<file path="src/rtl/mem_access_unit.sv">
// mem_access_unit: load/store front end for a word-addressed, big-endian
// data memory. Sub-word stores use read-modify-write; loads are extracted
// from the addressed lane and zero/sign-extended. Bad requests are answered
// with an error response without any memory access.
module mem_access_unit #(
    parameter int ADDR_W = 32
) (
    input  logic              clk,
    input  logic              rst_n,
    input  logic              req_valid,
    output logic              req_ready,
    input  logic              req_write,
    input  logic [1:0]        req_size,
    input  logic              req_signed,
    input  logic [ADDR_W-1:0] req_addr,
    input  logic [31:0]       req_wdata,
    output logic              rsp_valid,
    output logic [31:0]       rsp_rdata,
    output logic              rsp_err,
    output logic [ADDR_W-1:0] mem_addr,
    output logic              mem_read,
    output logic              mem_write,
    output logic [31:0]       mem_wdata,
    input  logic [31:0]       mem_rdata
);

    typedef enum logic [1:0] {S_IDLE, S_RD, S_WR, S_RSP} state_t;

    localparam logic [1:0] SZ_BYTE = 2'b00;
    localparam logic [1:0] SZ_HALF = 2'b01;
    localparam logic [1:0] SZ_WORD = 2'b10;
    localparam logic [1:0] SZ_ILL  = 2'b11;

    state_t            r_state;
    state_t            w_next;
    logic              r_write;
    logic [1:0]        r_size;
    logic              r_signed;
    logic [ADDR_W-1:0] r_addr;
    logic [31:0]       r_wdata;
    logic [31:0]       r_word;
    logic [31:0]       r_rdata;
    logic              r_err;

    logic              w_accept;
    logic              w_req_err;
    logic [31:0]       w_merged;
    logic [31:0]       w_load;

    // Pick the big-endian lane selected by size/offset and extend it.
    function automatic logic [31:0] f_extract(input logic [31:0] word,
                                              input logic [1:0]  size,
                                              input logic [1:0]  off,
                                              input logic        sgn);
        logic [7:0]  b;
        logic [15:0] h;
        logic [31:0] res;
        case (off)
            2'd0:    b = word[31:24];
            2'd1:    b = word[23:16];
            2'd2:    b = word[15:8];
            default: b = word[7:0];
        endcase
        h = off[1] ? word[15:0] : word[31:16];
        case (size)
            SZ_BYTE: res = {{24{sgn & b[7]}}, b};
            SZ_HALF: res = {{16{sgn & h[15]}}, h};
            default: res = word;
        endcase
        return res;
    endfunction

    // Overwrite only the selected lane of the previously read word.
    function automatic logic [31:0] f_merge(input logic [31:0] word,
                                            input logic [1:0]  size,
                                            input logic [1:0]  off,
                                            input logic [31:0] wd);
        logic [31:0] m;
        m = word;
        case (size)
            SZ_BYTE: begin
                case (off)
                    2'd0:    m[31:24] = wd[7:0];
                    2'd1:    m[23:16] = wd[7:0];
                    2'd2:    m[15:8]  = wd[7:0];
                    default: m[7:0]   = wd[7:0];
                endcase
            end
            SZ_HALF: begin
                if (off[1]) m[15:0]  = wd[15:0];
                else        m[31:16] = wd[15:0];
            end
            default: m = wd;
        endcase
        return m;
    endfunction

    assign w_accept  = req_valid & req_ready;
    assign w_req_err = (req_size == SZ_ILL)
                     | ((req_size == SZ_HALF) & req_addr[0])
                     | ((req_size == SZ_WORD) & (|req_addr[1:0]));
    assign w_merged  = f_merge(r_word, r_size, r_addr[1:0], r_wdata);
    assign w_load    = f_extract(mem_rdata, r_size, r_addr[1:0], r_signed);

    // State register
    always_ff @(posedge clk or negedge rst_n) begin
        if (!rst_n) r_state <= S_IDLE;
        else        r_state <= w_next;
    end

    // Next-state logic
    always_comb begin
        w_next = r_state;
        case (r_state)
            S_IDLE: begin
                if (w_accept) begin
                    if (w_req_err)                 w_next = S_RSP;
                    else if (!req_write)           w_next = S_RD;
                    else if (req_size == SZ_WORD)  w_next = S_WR;
                    else                           w_next = S_RD;
                end
            end
            S_RD:    w_next = r_write ? S_WR : S_RSP;
            S_WR:    w_next = S_RSP;
            default: w_next = S_IDLE;
        endcase
    end

    // Outputs decoded from the state register only (plus reset for ready)
    always_comb begin
        req_ready = 1'b0;
        rsp_valid = 1'b0;
        mem_read  = 1'b0;
        mem_write = 1'b0;
        mem_addr  = '0;
        mem_wdata = '0;
        case (r_state)
            S_IDLE: req_ready = rst_n;
            S_RD: begin
                mem_read = 1'b1;
                mem_addr = {r_addr[ADDR_W-1:2], 2'b00};
            end
            S_WR: begin
                mem_write = 1'b1;
                mem_addr  = {r_addr[ADDR_W-1:2], 2'b00};
                mem_wdata = (r_size == SZ_WORD) ? r_wdata : w_merged;
            end
            default: rsp_valid = 1'b1;
        endcase
    end

    // Request latch on accept and word capture during RD
    always_ff @(posedge clk or negedge rst_n) begin
        if (!rst_n) begin
            r_write  <= 1'b0;
            r_size   <= '0;
            r_signed <= 1'b0;
            r_addr   <= '0;
            r_wdata  <= '0;
            r_word   <= '0;
        end else begin
            if (w_accept) begin
                r_write  <= req_write;
                r_size   <= req_size;
                r_signed <= req_signed;
                r_addr   <= req_addr;
                r_wdata  <= req_wdata;
            end
            if (r_state == S_RD) r_word <= mem_rdata;
        end
    end

    // Response registers: loaded on the edge into RSP, held until the next one
    always_ff @(posedge clk or negedge rst_n) begin
        if (!rst_n) begin
            r_rdata <= '0;
            r_err   <= 1'b0;
        end else if (r_state == S_IDLE && w_accept && w_req_err) begin
            r_rdata <= '0;
            r_err   <= 1'b1;
        end else if (r_state == S_RD && !r_write) begin
            r_rdata <= w_load;
            r_err   <= 1'b0;
        end else if (r_state == S_WR) begin
            r_rdata <= '0;
            r_err   <= 1'b0;
        end
    end

    assign rsp_rdata = r_rdata;
    assign rsp_err   = r_err;

endmodule

</file>
<file path="config.mk">
export PLATFORM = sky130hd
export DESIGN_NAME = mem_access_unit
export DESIGN_NICKNAME = d
export VERILOG_FILES = /design/src/rtl/mem_access_unit.sv
export SDC_FILE = /design/constraint.sdc
export NUM_CORES = 1
export LEC_CHECK = 0
export BUFFER_PORTS_ARGS = -buffer_cell sky130_fd_sc_hd__buf_2
export CAP_MARGIN = 20
export CORE_AREA = 2 2 118 120
export DETAILED_ROUTE_END_ITERATION = 7
export DIE_AREA = 0 0 120 122
export PLACE_DENSITY = 0.79
export SYNTH_ARGS = -nofsm -noshare
export SYNTH_HDL_FRONTEND = slang
export SYNTH_SLANG_ARGS = --single-unit
</file>
<file path="constraint.sdc">
create_clock -name clk -period 2.18 [get_ports clk]
set_input_delay 0.109 -clock clk [delete_from_list [all_inputs] [get_ports clk]]
set_output_delay 0.109 -clock clk [all_outputs]
set_load 0.02 [all_outputs]
</file>
==> qor.csv, run 1 <==
metric,value,unit
sequential-to-total area share from yosys stat,49.6,%
worst setup margin,-17.1,ps
port bufs,201,
Max Slew Vio Count,0,
area delta synth->final,45.3,%
routed vias/inst,5.63,
vias in the first global route,6763,
CP endpoint kind,primary output,
Critical Path End,mem_wdata[7],
row cnt,43,
"top cells by area, synth","dfrtp_1, nand2_1, mux2_2",
Hold Path Class,input port to flip-flop,
Clock Sinks,135,
Seq pwr share,30.2,%
root buf cell,clkbuf_16,
clock-pin transition on the worst setup and hold timing paths,60,ps
WS Path Type,flip-flop to primary output,
cell count after synthesis,736,
most frequent cell after synthesis,nand2_1,
Internal Dissipation,8.91,mW
CP startpoint,r_size[0]$_DFFE_PN0P_,
Non-Filler Instances,1234,
Reg-to-Reg End,rsp_rdata[10]$_DFFE_PN0P_,
nets,1147,
TritonCTS Buffers,17,
die height,122,um
DRC viols,0,
antenna violations before repair,1,
initial drt markers,696,
first-pass GRT wire length,34600,um
Max Clock Skew,11.1,ps
Initial Utilization,50.5,%
RSZ-0062 raised after global routing,true,
Max Cap Violations,0,
Mapped Avg Cell Area,9.26,um^2
actual slew at the worst max-slew pin,736,ps
fill cell count,909,
Post-synth EDFFs,0,
GRT Util Overall,30.6,%
Skew-Pair Late Insertion Delay,430,ps
vias,6946,
DR WL/cell,18.3,um
overflow left after global routing,0,
DPL Wire Length,13800,um
VDD IR max,0.907,mV
Yosys Warn Count,0,
Final Hold Viols,0,
PwrDens,1600,nW/um^2
Ports,204,
RR Startpoint,r_addr[0]$_DFFE_PN0P_,
Final Setup Violations,1,
largest net degree at the start of global routing,120,
multiplexer area fraction after synthesis,10.5,%
share of layout cells above drive strength 1,32.2,%
die width,120,um
Sw Ratio,43.8,%
status,"complete, but fails checks",
Synth Area in Simple Gates,19.4,%
synth cell count leaders,"nand2_1, dfrtp_1, mux2_2",
H-tree depth,4,
failing checks,setup timing,
ANT nets after route,0,
Clk pwr share,19.1,%
reg2reg setup slack,140,ps
R2R depth,7,
final worst path period need,2200,ps
Comb pwr share,50.7,%
worst relative slew slack,50.9,%
CTS tree,yes,
Critical Path Start Type,flip-flop,
#FFs+latches synth,135,
final wirelength,22600,um
Synth Flop Type,dfrtp_1,
Arrival @ worst endpoint,2090,ps
Critical Path Fanout Max,8,
FMAX,455,MHz
post-synthesis xor/xnor area fraction,0,%
"Req. time, crit path",2070,ps
Core ar.,13500,um^2
static leakage,5.14,nW
Yosys top cell area share,49.6,%
dpl cells,1092,
P_sw,6.95,mW
cell taking the most area after synthesis,dfrtp_1,
crit share post-route,101,%
gpl congestion,0.906,
die area,14600,um^2
Netlist cell types,48,
drt pass-1 iters,6,
CTS Buffer Depth,2,
Mapped Area,6820,um^2
Synth Area in Compound Gates,15.8,%
adder-cell share of the synthesized area,0.734,%
largest family of logic cells by synthesized area,simple AND/OR/NAND/NOR gates,
Synth async-reset ratio,100,%
Final Util,73.4,%
-- flip-flops by register name, indices dropped and copies added, names as in the netlist --
signal     count
r_size         2
r_write        1
rsp_rdata     32
r_state        2
r_signed       1
r_word        32
r_addr        32
r_wdata       32
rsp_err        1
-- critical path: stages (launching register included) --
cell     delay (ps)
dfrtp_2         460
or2_2           360
a21oi_4         190
buf_12          160
mux2i_1          70
nor2b_1         240
buf_4           190
-- stage by stage --
| step | hold slack (ps) | instance area [um^2] | setup TNS, ps | worst slack, ps | total power, mW |
|---|---|---|---|---|---|
| 5_1_grt | 16.3 | 9910 | -97.5 | -47.1 | 16.8 |
| 2_1_floorplan | -187 | 6820 | 0 | 175 | 9.46 |
| 4_1_cts | 1.65 | 9750 | 0 | 2.86 | 15.3 |
| 3_3_place_gp | -21.4 | 8100 | 0 | 289 | 11.8 |
| 6_report | 20.0 | 9910 | -17.1 | -17.1 | 15.9 |
| 3_5_place_dp | -24.2 | 8100 | 0 | 244 | 11.9 |
-- how the worst min path moves through the flow --
stage | start | to | slack (ps) | cells after the start
final | mem_rdata[23] | r_word[23]$_DFFE_PN0P_ | 20 | 2
after global routing | mem_rdata[23] | r_word[23]$_DFFE_PN0P_ | 20 | 2
after CTS | mem_rdata[26] | r_word[26]$_DFFE_PN0P_ | 2 | 2
after detailed placement | rst_n | r_size[1]$_DFFE_PN0P_ | -20 | 1
after global placement | rst_n | r_size[1]$_DFFE_PN0P_ | -20 | 1
after floorplan | rst_n | r_addr[0]$_DFFE_PN0P_ | -190 | 0
-- final cells by class --
cell class	instances	area, um^2	area share [%]
Antenna cell	1	2.50	0.0253
Clock buffer	17	425	4.29
Clock inverter	15	189	1.91
Inverter	9	33.8	0.341
Multi-Input combinational cell	538	3270	33.1
Sequential cell	135	3380	34.1
Tap cell	180	225	2.27
Timing Repair Buffer	339	2370	24.0
-- power groups by stage --
stage	combinational [mW]	clock, mW	sequential, mW
floorplan	4.80	0	4.66
global route	8.72	3.17	4.89
global placement	7.11	0	4.70
CTS	7.53	3.04	4.69
finish	8.04	3.03	4.79
detailed placement	7.24	0	4.70
-- kinds of logic after synthesis --
logic type | Yosys count
buffers and inverters | 64
adders and majority gates | 4
DFF | 135
and+or+nand+nor | 312
other | 1
muxes | 66
AOI/OAI and AO/OA | 154
-- cells in the final DEF, fill, tap and decap left out, types with 3 or more instances in the layout --
cell type,Yosys,routed
a21boi_0,9,9
a21oi_1,16,16
a221oi_1,15,10
a221oi_2,0,5
a22o_1,4,4
a22oi_1,11,11
and2_1,31,31
buf_12,0,3
buf_2,8,197
buf_4,3,34
buf_6,1,5
bufinv_16,0,3
clkbuf_16,0,18
dfrtp_1,135,131
dfrtp_2,0,4
dlygate4sd3_1,0,99
inv_1,9,9
inv_6,0,7
mux2_2,43,43
mux2i_1,23,23
nand2_1,243,242
nor2_1,12,11
nor2b_1,11,10
o211a_1,16,16
o21ai_0,41,39
o21ai_1,15,17
o221ai_1,7,7
o22ai_1,6,6
-- metal layers --
layer	track usage [%]	vias to the layer above	wire length, um
met4	13.2	0	735
li1	-	3123	-
met2	49.8	377	10900
met1	39.1	3380	9090
met5	0	-	0
met3	7.26	66	1910
-- repair_timing --
item / 4_1_cts / 5_1_grt
gates resized for setup: 13 / 17
hold endpoints to repair: 120 / 1
endpoints found under the setup margin: 28 / 43
hold buffers: 98 / 1
pin swaps: 0 / 1
cloned: 0 / 1
buffers inserted: 2 / 7
(Power assumes the default switching activity.)
==> run 2: changes to the inputs <==
--- a/config.mk
+++ b/config.mk
@@ -11,6 +11,7 @@
 export DETAILED_ROUTE_END_ITERATION = 7
 export DIE_AREA = 0 0 120 122
 export PLACE_DENSITY = 0.79
+export RECOVER_POWER = 100
 export SYNTH_ARGS = -nofsm -noshare
 export SYNTH_HDL_FRONTEND = slang
 export SYNTH_SLANG_ARGS = --single-unit
==> run 2 against run 1 <==
  * The run still ends with setup timing left
  * Setup slack about the same
  * Core utilization down 0.71 points
  * Total power is 1.1% lower
  * Design area is 0.97% lower
  * Die area is the same
==> qor.csv, run 2 (synthesis results as in run 1) <==
metric,value,unit,change
worst relative slew slack,26.3,%,was 50.9%
VDD IR max,0.884,mV,was 0.907 mV
M3 GR Usage,7.26,%,unchanged
Critical Path Start Type,flip-flop,,unchanged
Ports,204,,unchanged
nets,1147,,unchanged
Initial Utilization,50.5,%,unchanged
vias,6952,,was 6946
die height,122,um,unchanged
area delta synth->final,43.9,%,was 45.3%
DR WL/cell,18.4,um,was 18.3 um
global route hottest layer,met2,,unchanged
PwrDens,1600,nW/um^2,about the same
FMAX,455,MHz,about the same
Critical Path Fanout Max,8,,unchanged
R2R depth,4,,was 7
gpl congestion,0.906,,unchanged
Final Hold Viols,0,,unchanged
TritonCTS Buffers,17,,unchanged
static leakage,4.96,nW,was 5.14 nW
Max Cap Violations,0,,unchanged
Non-Filler Instances,1234,,unchanged
Clock Sinks,135,,unchanged
status,"complete, but fails checks",,unchanged
CP endpoint kind,primary output,,unchanged
clock-pin transition on the worst setup and hold timing paths,60,ps,about the same
H-tree depth,4,,unchanged
reg2reg setup slack,120,ps,was 140 ps
vias in the first global route,6763,,unchanged
Final Setup Violations,1,,unchanged
port bufs,201,,unchanged
row cnt,43,,unchanged
Reg-to-Reg End,r_word[22]$_DFFE_PN0P_,,was rsp_rdata[10]$_DFFE_PN0P_
failing checks,setup timing,,unchanged
antenna violations before repair,1,,unchanged
Sequential Area,3380,um^2,unchanged
ANT nets after route,0,,unchanged
Worst Hold Depth,2,,unchanged
CTS Buffer Depth,2,,unchanged
DPL Wire Length,13800,um,unchanged
Hold Path End,r_word[23]$_DFFE_PN0P_,,unchanged
Skew-Pair Late Insertion Delay,430,ps,about the same
share of layout cells above drive strength 1,27.8,%,was 32.2%
Max Slew Vio Count,0,,unchanged
Arrival @ worst endpoint,2090,ps,about the same
"Req. time, crit path",2070,ps,about the same
Hold Path Class,input port to flip-flop,,unchanged
setup_tns,-17.2,ps,was -17.1 ps
GRT Util Overall,30.6,%,unchanged
root buf cell,clkbuf_16,,unchanged
placed inst area,8100,um^2,unchanged
RR Startpoint,r_state[1]$_DFFE_PN0P_,,was r_addr[0]$_DFFE_PN0P_
met2 GRT Util,49.8,%,unchanged
final worst path period need,2200,ps,about the same
min-delay src,mem_rdata[23],,unchanged
multi-input combinational cell area,3260,um^2,was 3270 um^2
"commonest non-fill, non-tap cell in the layout",nand2_1,,unchanged
drt pass-1 iters,6,,unchanged
dpl cells,1092,,unchanged
die area,14600,um^2,unchanged
Core ar.,13500,um^2,unchanged
first-pass GRT wire length,34600,um,unchanged
die width,120,um,unchanged
overflow left after global routing,0,,unchanged
actual slew at the worst max-slew pin,1110,ps,was 736 ps
fill cell count,956,,was 909
worst setup margin,-17.2,ps,was -17.1 ps
"commonest cells after routing, fill and taps aside","nand2_1, buf_2, dfrtp_1",,unchanged
CTS tree,yes,,unchanged
initial drt markers,778,,was 696
final instance area,9810,um^2,was 9910 um^2
RSZ-0062 raised after global routing,true,,unchanged
WS Path Type,flip-flop to primary output,,unchanged
crit share post-route,101,%,about the same
WHS,20.3,ps,was 20.0 ps
DRC viols,0,,unchanged
met1 Use GR,39.1,%,unchanged
routed vias/inst,5.63,,about the same
final wirelength,22700,um,was 22600 um
largest net degree at the start of global routing,120,,unchanged
Max Clock Skew,9.28,ps,was 11.1 ps
==> run 2: worst max-delay path, stage by stage (launching register included) <==
cell,delay (ps)
dfrtp_2,450
or2_2,360
a21oi_4,190
buf_12,160
mux2i_1,80
nor2b_1,240
buf_4,190
==> run 2: timing repair <==
action	CTS	global route
setup endpoints to repair	28	43
buffers inserted	2	7
pin swaps	0	1
hold buffers	98	1
resized for setup	13	17
hold endpoints to repair	120	1
cloned	0	1
==> run 2: metrics by stage <==
| stage | utilization (%) | worst slack (ps) | power (mW) |
|---|---|---|---|
| detailed placement | 60.0 | 244 | 11.9 |
| CTS | 72.2 | 2.86 | 15.3 |
| finish | 72.6 | -17.2 | 15.7 |
| floorplan | - | 175 | 9.46 |
| global placement | 60.0 | 289 | 11.8 |
| global route | 72.6 | -47.1 | 16.6 |
==> run 2: metal layers <==
layer	vias up	wire, um
met4	0	732
met3	63	1970
li1	3128	-
met2	379	10900
met5	-	0
met1	3382	9060
==> run 2: cell type report <==
type	instances	share of cell area [%]
Inverter	9	0.344
Tap cell	180	2.30
Clock buffer	17	4.34
Sequential cell	135	34.5
Clock inverter	15	1.93
Antenna cell	1	0.0255
Timing Repair Buffer	339	23.4
Multi-Input combinational cell	538	33.2
==> run 2: how the worst max path moves through the flow <==
stage	end	startpoint	cells after the start
6_report	mem_wdata[7]	r_size[0]$_DFFE_PN0P_	6
5_1_grt	mem_wdata[7]	r_size[0]$_DFFE_PN0P_	6
4_1_cts	mem_wdata[12]	r_size[1]$_DFFE_PN0P_	5
3_5_place_dp	mem_wdata[13]	r_addr[0]$_DFFE_PN0P_	5
3_3_place_gp	r_size[0]$_DFFE_PN0P_	r_state[1]$_DFFE_PN0P_	5
2_1_floorplan	mem_wdata[12]	r_state[0]$_DFFE_PN0P_	6
==> run 2: where the power goes <==
part           internal [mW]  switching, mW  leakage [nW]  total (mW)
logic                   3.21           4.65          2.97        7.86
clock network           1.83           1.20         0.296        3.03
registers               3.71           1.10          1.69        4.80
